### src/rtl/bootdata_sender.sv
// bootdata_sender: frames a ROM image byte stream into big-endian 32-bit
// words and delivers each one to the cartridge loader with a four-phase
// req/ack handshake, after pulsing the loader reset.
//
// Ports:
//   clk, reset          - system clock, synchronous active-high reset
//   start, rom_size     - begin a transfer of rom_size bytes (idle only)
//   byte_data/valid     - incoming image byte stream
//   byte_ready          - a byte is accepted this cycle
//   host_bootdata       - packed word, first byte in [31:24]
//   host_bootdata_req   - word valid request to the loader
//   host_bootdata_ack   - loader acknowledge
//   host_bootdata_reset - loader reset pulse
//   host_bootdata_size  - image size latched at start
//   busy, done, error   - transfer status
module bootdata_sender #(
    parameter logic [7:0]  RESET_CYCLES = 8'd4,
    parameter logic [7:0]  PAD_BYTE     = 8'hFF,
    parameter logic [15:0] ACK_TIMEOUT  = 16'hFFFF
) (
    input  logic        clk,
    input  logic        reset,
    input  logic        start,
    input  logic [15:0] rom_size,
    input  logic [7:0]  byte_data,
    input  logic        byte_valid,
    output logic        byte_ready,
    output logic [31:0] host_bootdata,
    output logic        host_bootdata_req,
    input  logic        host_bootdata_ack,
    output logic        host_bootdata_reset,
    output logic [15:0] host_bootdata_size,
    output logic        busy,
    output logic        done,
    output logic        error
);

    typedef enum logic [2:0] {
        IDLE,
        LRST,
        FILL,
        REQ,
        WAITLO,
        DONE
    } state_t;

    state_t      state;
    state_t      state_nx;

    logic [15:0] remaining;
    logic [1:0]  idx;
    logic [7:0]  rst_cnt;
    logic [15:0] to_cnt;
    logic [31:0] word_nx;

    logic        accept;
    logic        take;
    logic        last_byte;
    logic        timeout;
    logic        in_hs;

    assign byte_ready = (state == FILL);
    assign busy       = (state == LRST) || (state == FILL) ||
                        (state == REQ)  || (state == WAITLO);

    assign accept    = start && ((state == IDLE) || (state == DONE));
    assign take      = byte_valid && byte_ready;
    // A word closes on its fourth lane or on the final image byte.
    assign last_byte = (idx == 2'd3) || (remaining == 16'd1);
    assign timeout   = (to_cnt == ACK_TIMEOUT);
    assign in_hs     = (state == REQ) || (state == WAITLO);

    // Next-state decode
    always_comb begin
        state_nx = state;
        unique case (state)
            IDLE, DONE: begin
                if (start) begin
                    state_nx = LRST;
                end
            end
            LRST: begin
                if (rst_cnt == 8'd0) begin
                    state_nx = (remaining == 16'd0) ? DONE : FILL;
                end
            end
            FILL: begin
                if (take && last_byte) begin
                    state_nx = REQ;
                end
            end
            REQ: begin
                if (host_bootdata_ack) begin
                    state_nx = WAITLO;
                end else if (timeout) begin
                    state_nx = IDLE;
                end
            end
            WAITLO: begin
                if (!host_bootdata_ack) begin
                    state_nx = (remaining == 16'd0) ? DONE : FILL;
                end else if (timeout) begin
                    state_nx = IDLE;
                end
            end
            default: begin
                state_nx = IDLE;
            end
        endcase
    end

    // Lane merge: the incoming byte lands in lane idx; when it closes
    // the word, every lane after it is padded.
    always_comb begin
        word_nx = host_bootdata;
        for (int l = 0; l < 4; l++) begin
            if (int'(idx) == l) begin
                word_nx[31-8*l -: 8] = byte_data;
            end else if (last_byte && (l > int'(idx))) begin
                word_nx[31-8*l -: 8] = PAD_BYTE;
            end
        end
    end

    always_ff @(posedge clk) begin
        if (reset) begin
            state <= IDLE;
        end else begin
            state <= state_nx;
        end
    end

    always_ff @(posedge clk) begin
        if (reset) begin
            host_bootdata       <= 32'hFFFF_FFFF;
            host_bootdata_req   <= 1'b0;
            host_bootdata_reset <= 1'b0;
            host_bootdata_size  <= 16'd0;
            done                <= 1'b0;
            error               <= 1'b0;
            remaining           <= 16'd0;
            idx                 <= 2'd0;
            rst_cnt             <= 8'd0;
            to_cnt              <= 16'd0;
        end else begin
            // Both are looked ahead from state_nx so they are registered
            // yet line up with the state they belong to.
            host_bootdata_reset <= (state_nx == LRST);
            host_bootdata_req   <= (state_nx == REQ);

            if (accept) begin
                host_bootdata_size <= rom_size;
                remaining          <= rom_size;
                rst_cnt            <= RESET_CYCLES - 8'd1;
                done               <= 1'b0;
                error              <= 1'b0;
            end

            if ((state == LRST) && (rst_cnt != 8'd0)) begin
                rst_cnt <= rst_cnt - 8'd1;
            end

            if ((state_nx == FILL) && (state != FILL)) begin
                idx <= 2'd0;
            end else if (take) begin
                idx <= idx + 2'd1;
            end

            if (take) begin
                host_bootdata <= word_nx;
                remaining     <= remaining - 16'd1;
            end

            // Each ack edge gets its own timeout window.
            if (state_nx != state) begin
                to_cnt <= 16'd0;
            end else if (in_hs) begin
                to_cnt <= to_cnt + 16'd1;
            end

            if ((state_nx == DONE) && (state != DONE)) begin
                done <= 1'b1;
            end

            if (in_hs && (state_nx == IDLE)) begin
                error <= 1'b1;
            end
        end
    end

endmodule

### config.mk
export PLATFORM = sky130hd
export DESIGN_NAME = bootdata_sender
export DESIGN_NICKNAME = d
export VERILOG_FILES = /design/src/rtl/bootdata_sender.sv
export SDC_FILE = /design/constraint.sdc
export NUM_CORES = 1
export LEC_CHECK = 0
export ABC_AREA = 1
export CAP_MARGIN = 10
export CELL_PAD_IN_SITES_DETAIL_PLACEMENT = 1
export CELL_PAD_IN_SITES_GLOBAL_PLACEMENT = 1
export CORE_MARGIN = 3
export CORE_UTILIZATION = 40
export CTS_BUF_LIST = sky130_fd_sc_hd__clkbuf_4
export DETAILED_ROUTE_END_ITERATION = 10
export GPL_ROUTABILITY_DRIVEN = 0
export GPL_TIMING_DRIVEN = 0
export PLACE_DENSITY = 0.83
export SYNTH_ARGS = -nofsm -noshare
export SYNTH_HDL_FRONTEND = slang
export SYNTH_SLANG_ARGS = --single-unit
### constraint.sdc
create_clock -name clk -period 2.1 [get_ports clk]
set_input_delay 0.42 -clock clk [delete_from_list [all_inputs] [get_ports clk]]
set_output_delay 0.42 -clock clk [all_outputs]
set_load 0.005 [all_outputs]
==> reports/qor.txt, run 1 <==
Row count = 39
GRT met3 Usage = 6.61%
CP Capture Type = output pin
DRT Wirelength = 14000 µm
Worst skew pair latency = 490 ps
Final setup skew = 23.9 ps
Max incr delay on CP = 400 ps
VDD IR max = 0.389 mV
Htree depth = 3
TritonCTS clock tree = built
Largest net degree at the start of global routing = 17
Final Worst Setup Slack = 107 ps
Yosys reg bits = 97
Drt drc = 0
Outcome = complete, no violations
Core ar. = 0.0115 mm²
Drt via density = 5.18
Vias = 4487
Final worst path period need = 1990 ps
Grt ovf = 0
Vias in the first global route = 4771
Worst rel slew slack = 60.8%
Initial core utilization = 41.2%
Sequential fraction of the synthesis area = 41.1%
# clock sinks = 97
Setup Crit Path Kind = reg -> out
Worst path required time = 1680 ps
RSZ-0062 raised after global routing = no
Net Sw Power = 0.00233 W
Port-buffer cells = 82
Syn Std Cell Area = 0.00472 mm²
Syn Nets = 658
Number of diodes = 0
Maximum clock rate = 502 MHz
First-pass GRT wire length = 23200 µm
Pre-CTS WS = -195 ps
Hold_buf cts = 0
Area growth syn-to-layout = 27.4%
Comb pwr share = 40.4%
Yosys warning total = 0
Die width = 115 µm
Drt pass-1 iters = 4
Power share of the clock group = 22.1%
CTS root buf = clkbuf_4
# fillers = 1430
Num ports = 83
Detailed-placement wirelength estimate = 10600 µm
CTS max path bufs = 2
ANT nets after route = 0
Crit path cell chain = inv_4, nor2_4, nand2_2, inv_2, dlygate4sd2_1
Pwr dens = 981 mW/mm²
Register Area = 0.00195 mm²
Setup Viol. Count Final = 0
Leakage Power = 2.44 nW
Slew Limit Fails = 0
Initial antenna violation count = 0
Crit-path max FO = 7
Mapped Cells = 619
Routed wire per std cell = 16.1 µm
Max-cap viol count = 0
CP arrival = 1570 ps
Final Cycle Share = 94.9%
Initial DRC Count = 156
Die Y = 115 µm
Sequential share of power = 37.5%
Internal Dissipation = 0.00357 W
Layout cells sized above 1 = 13.8%
Netlist cell types = 46
Worst-Margin Slew = 589 ps
Sw Ratio = 39.5%
Clk slew on worst S/H paths = 160 ps
GR peak layer = met2
Fin nets = 758
Fin. Hold Viols = 0
Syn Area/Cell = 7.63 µm²
Footprint of the multi-input gates = 0.00249 mm²
Pwr Total = 0.00590 W
Inserted Clock Buffers = 9
CP max stage cell = dfxtp_4
Worst Hold Class = reg -> reg
Total track usage = 22.1%
Global routing usage on met1 = 26.8%
M2 GR Usage = 37.2%
Crit path launch type = flop
DIE AREA = 0.0131 mm²
-- power by group through the flow --
stage	registers [W]	clock network [W]	logic [W]
6_report	0.00221	0.00130	0.00239
2_1_floorplan	0.00221	0	0.00159
4_1_cts	0.00221	0.00133	0.00231
3_5_place_dp	0.00224	0	0.00228
5_1_grt	0.00224	0.00142	0.00265
3_3_place_gp	0.00223	0	0.00221
-- cells in the mapped netlist (all sizes together) --
cell type  count  area [µm²]
nand2        175         739
dfxtp         97        1940
nor2          83         505
inv           59         221
a21oi         42         221
o21ai         33         169
nand3         32         183
o22ai         18         113
clkbuf        11        41.3
xnor2         11        96.3
ha            10         125
a31oi          8        50.1
xor2           8        70.1
buf            7        57.6
nand4          6        37.5
nor3           4        25.0
a211oi         2        15.0
o21bai         2        26.3
a221oi         1        8.76
a311oi         1        8.76
and2           1        6.26
clkinv         1        3.75
mux2i          1        10.0
nor3b          1        7.51
nor4           1        6.26
o21a           1        7.51
o221ai         1        8.76
o311a          1        10.0
o31ai          1        7.51
-- per-layer routing --
metal	routed length (µm)	vias to the layer above
met5	0	-
met4	275	0
met3	773	22
met2	6850	85
met1	6080	2169
li1	-	2211
-- final cells by class --
| type | instances | share of cell area (%) |
|---|---|---|
| buffer | 18 | 1.83 |
| clock buffer | 10 | 1.25 |
| clock inverter | 6 | 1.87 |
| inverter | 60 | 3.82 |
| multi-input combinational | 444 | 41.4 |
| sequential | 97 | 32.4 |
| tap | 143 | 2.97 |
| timing repair buffer | 89 | 14.5 |
-- repair_timing --
action                                  4_1_cts  5_1_grt
pin swaps                                     1        3
buffers inserted                              1        6
endpoints found under the setup margin       12       15
gates resized for setup                      11       10
-- metrics by stage --
step / hold slack, ps / util, % / instances / TNS [ps] / area, µm²
floorplan: 458 / - / 619 / 0 / 4720
global placement: 449 / 49.9 / 844 / -1950 / 5720
detailed placement: 451 / 49.9 / 844 / -3020 / 5720
CTS: 482 / 51.9 / 861 / 0 / 5950
global route: 498 / 52.5 / 867 / 0 / 6020
finish: 480 / 52.5 / 867 / 0 / 6020
-- state kept, by name (all words and copies together) (netlist names), 2 cells and up --
| name | count |
|---|---|
| host_bootdata | 32 |
| state | 3 |
| idx | 2 |
| host_bootdata_size | 16 |
| to_cnt | 16 |
| rst_cnt | 8 |
| remaining | 16 |
-- layout by cell type, fill, tap and decap left out, types with 6 or more instances in the layout --
master | Yosys | final
nand2_1 | 154 | 154
dfxtp_1 | 97 | 94
clkdlybuf4s50_1 | 0 | 80
nor2_1 | 56 | 56
inv_1 | 49 | 48
a21oi_1 | 41 | 41
nand3_1 | 29 | 29
o21ai_0 | 29 | 29
nor2_4 | 17 | 18
o22ai_1 | 18 | 18
nand2_2 | 15 | 13
xnor2_1 | 11 | 11
clkbuf_1 | 11 | 10
clkbuf_4 | 0 | 10
inv_2 | 10 | 9
ha_1 | 10 | 9
nand2_4 | 6 | 8
a31oi_1 | 8 | 8
xor2_1 | 8 | 8
buf_4 | 1 | 7
nor2_2 | 7 | 6
nand4_1 | 6 | 6
-- worst max-delay path: cells and delay by family (launching register included) --
| family | cells | cell delay [ps] |
|---|---|---|
| flip-flops | 1 | 400 |
| AND/OR/NAND/NOR | 2 | 260 |
| buffers and inverters | 3 | 430 |
-- kinds of logic (layout without fill, tap and decap cells) --
group	count (synthesis)	after routing	share of synthesized area, %
xor+xnor	19	19	3.52
fa+ha+maj	10	10	2.65
simple gates	303	303	32.0
compound gates	111	111	13.7
buf+inv	78	183	6.86
flops	97	97	41.1
mux	1	1	0.212
-- final timing paths --
| check | start | end | slack (ps) | depth (start not counted) |
|---|---|---|---|---|
| worst max-delay path | state[1] | byte_ready | 110 | 5 |
| worst min register to register | host_bootdata_size[10] | host_bootdata_size[10] | 480 | 2 |
| worst max register to register | to_cnt[1] | to_cnt[7] | 120 | 13 |
| worst min-delay path | host_bootdata_size[10] | host_bootdata_size[10] | 480 | 2 |
No activity file was read; power rests on OpenSTA's default activity.
==> inputs of run 2 (changes only) <==
--- a/config.mk
+++ b/config.mk
@@ -5,7 +5,6 @@
 export SDC_FILE = /design/constraint.sdc
 export NUM_CORES = 1
 export LEC_CHECK = 0
-export ABC_AREA = 1
 export CAP_MARGIN = 10
 export CELL_PAD_IN_SITES_DETAIL_PLACEMENT = 1
 export CELL_PAD_IN_SITES_GLOBAL_PLACEMENT = 1
@@ -15,7 +14,8 @@
 export DETAILED_ROUTE_END_ITERATION = 10
 export GPL_ROUTABILITY_DRIVEN = 0
 export GPL_TIMING_DRIVEN = 0
-export PLACE_DENSITY = 0.83
+export PLACE_DENSITY = 0.81
 export SYNTH_ARGS = -nofsm -noshare
 export SYNTH_HDL_FRONTEND = slang
 export SYNTH_SLANG_ARGS = --single-unit
+export TNS_END_PERCENT = 20
==> constraint.sdc (replaced) <==
create_clock -name clk -period 2.1 [get_ports clk]
set_input_delay 0.21 -clock clk [delete_from_list [all_inputs] [get_ports clk]]
set_output_delay 0.21 -clock clk [all_outputs]
set_load 0.005 [all_outputs]
==> run 2 against run 1 <==
Compared with the run above: final cell count fell by 12%; total power rose by 8.6%; the flow now finishes with violations (negative setup slack); wire length rose by 11%; critical path type is now reg -> reg; clock skew fell by 3.3 ps; sequential power rose by 6%; hold slack got worse by 160 ps; register-to-register slack got worse by 270 ps; non-clock buffer count rose by 30.
==> reports/qor.txt, run 2 <==
CTS max path bufs = 2
Failing checks = negative setup slack
Crit path launch type = flop
Syn Area/Cell = 8.76 µm²
Post-Place Cells = 727
Core ar. = 0.0106 mm²
DP Area = 0.00551 mm²
Commonest non-fill, non-tap cell in the layout = clkdlybuf4s50_1
Drt pass-1 iters = 4
Synth async-reset ratio = 0%
Post-synth EDFFs = 0
Crit-path max FO = 8
Synth area leaders = dfxtp_1 (44%), nand2_1 (4.7%), a21oi_1 (3.9%)
Worst-Margin Slew = 647 ps
Outcome = finished with violations
# clock sinks = 97
Largest net degree at the start of global routing = 17
Row count = 37
Initial antenna violation count = 0
Port-buffer cells = 82
CP arrival = 2610 ps
Grt ovf = 0
DIE AREA = 0.0124 mm²
Leading cell types by count after synthesis = dfxtp_1 (97), nand2_1 (56), nor2_1 (39)
Initial core utilization = 42.1%
Vias in the first global route = 4690
Clk slew on worst S/H paths = 160 ps
Dominant synthesized flop cell = dfxtp_1
Number of diodes = 0
Most common cell in the netlist = dfxtp_1
Final setup skew = 20.6 ps
Routed wire per std cell = 20.2 µm
Hold_buf cts = 0
DRT Wirelength = 15500 µm
Setup Crit Path Kind = reg -> reg
WHS = 317 ps
Layout cells sized above 1 = 24.4%
Initial DRC Count = 157
Finished Cell Area = 0.00628 mm²
ANT nets after route = 0
Maximum clock rate = 444 MHz
Total track usage = 24.1%
Max-cap viol count = 0
RSZ-0062 raised after global routing = yes
Inserted Clock Buffers = 9
Yosys warning total = 0
Num ports = 83
Slew Limit Fails = 0
Final core occ = 59.2%
Vias = 4433
Worst rel slew slack = 56.9%
Final Worst Setup Slack = -150 ps
Drt via density = 5.78
CTS root buf = clkbuf_4
Die width = 112 µm
Most frequent cells in the layout = clkdlybuf4s50_1 (82), dfxtp_1 (75), nand2_1 (55)
Pre-CTS WS = -704 ps
Max reg flops = 32
Detailed-placement wirelength estimate = 10300 µm
Fin. Hold Viols = 0
Non-Filler Instances = 767
Yosys reg bits = 97
Worst path required time = 2460 ps
Syn Std Cell Area = 0.00446 mm²
Setup Viol. Count Final = 42
Netlist cell types = 54
Mapped Cells = 509
Hold wc startpoint = rom_size[6]
Fin nets = 666
Worst skew pair latency = 460 ps
TritonCTS clock tree = built
Final Cycle Share = 107%
Die Y = 112 µm
Leakage Power = 2.20 nW
Worst Hold Class = in -> reg
Post-synth top area cell = dfxtp_1
CP Capture Type = flop
Top cell type's share of synthesized area = 43.6%
First-pass GRT wire length = 24700 µm
RR Startpoint = remaining[11]
Syn Nets = 548
Drt drc = 0
# fillers = 1231
Largest Register = host_bootdata
Sequential fraction of the synthesis area = 43.6%
Final worst path period need = 2250 ps
Pwr dens = 1020 mW/mm²
VDD IR max = 0.628 mV
Critical path launch point = remaining[11]
Area growth syn-to-layout = 40.9%
Htree depth = 3
run 2: cell families (layout without fill, tap and decap cells):
logic type               count (synthesis)  after routing  share of synthesized area [%]
AO/OA/AOI/OAI                          114            114                           18.5
XOR/XNOR                                18             18                           3.54
adder cells (fa/ha/maj)                 10             10                           2.81
buffers and inverters                   44            166                           3.93
flip-flops                              97             97                           43.6
multiplexers                             6              6                           1.49
AND/OR/NAND/NOR                        220            220                           26.2
run 2: cell type report:
cell class	count	area, µm²	area share (%)
Buffer	27	173	2.75
Clock buffer	9	67.6	1.08
Clock inverter	6	68.8	1.10
Inverter	14	52.6	0.837
Multi-Input combinational cell	368	2710	43.2
Sequential cell	97	1970	31.4
Tap cell	136	170	2.71
Timing Repair Buffer	110	1060	16.9
run 2: power breakdown:
group	total [W]	internal (W)	switching, W
registers	0.00234	0.00211	0.000231
clock network	0.00104	0.000364	0.000680
logic	0.00303	0.00140	0.00163
total	0.00641	0.00387	0.00254
run 2: worst paths after layout:
path | slack [ps] | end | depth (start not counted)
worst min register to register | 470 | host_bootdata_size[0] | 2
worst min-delay path | 320 | host_bootdata_size[6] | 3
worst max register to register | -150 | host_bootdata[11] | 5
worst max-delay path | -150 | host_bootdata[11] | 5
run 2: worst max-delay path, stage by stage (launching register included):
cell	delay (ps)
dfxtp_2	350
or4_4	530
or4_4	510
o31a_4	380
nor4b_2	300
o21bai_1	80
run 2: through the flow:
step | setup TNS, ps | power, W
after floorplan | -1910 | 0.00376
after global placement | -33010 | 0.00448
after detailed placement | -38510 | 0.00459
after CTS | -4660 | 0.00607
after global routing | -7120 | 0.00678
final | -3590 | 0.00641
run 2: layer usage:
| metal | track usage (%) | routed length (µm) | vias to the layer above |
|---|---|---|---|
| li1 | - | - | 2097 |
| met1 | 31.4 | 6680 | 2214 |
| met2 | 42.5 | 8010 | 106 |
| met3 | 3.26 | 638 | 16 |
| met4 | 5.27 | 177 | 0 |
| met5 | 0 | 0 | - |
run 2: what timing repair did:
| item | in CTS | in global routing |
|---|---|---|
| gates cloned | 1 | 0 |
| buffers inserted | 21 | 6 |
| setup endpoints to repair | 96 | 87 |
| gates resized for setup | 60 | 65 |
| endpoints found under the hold margin | 0 | 0 |
| pin swaps | 10 | 12 |
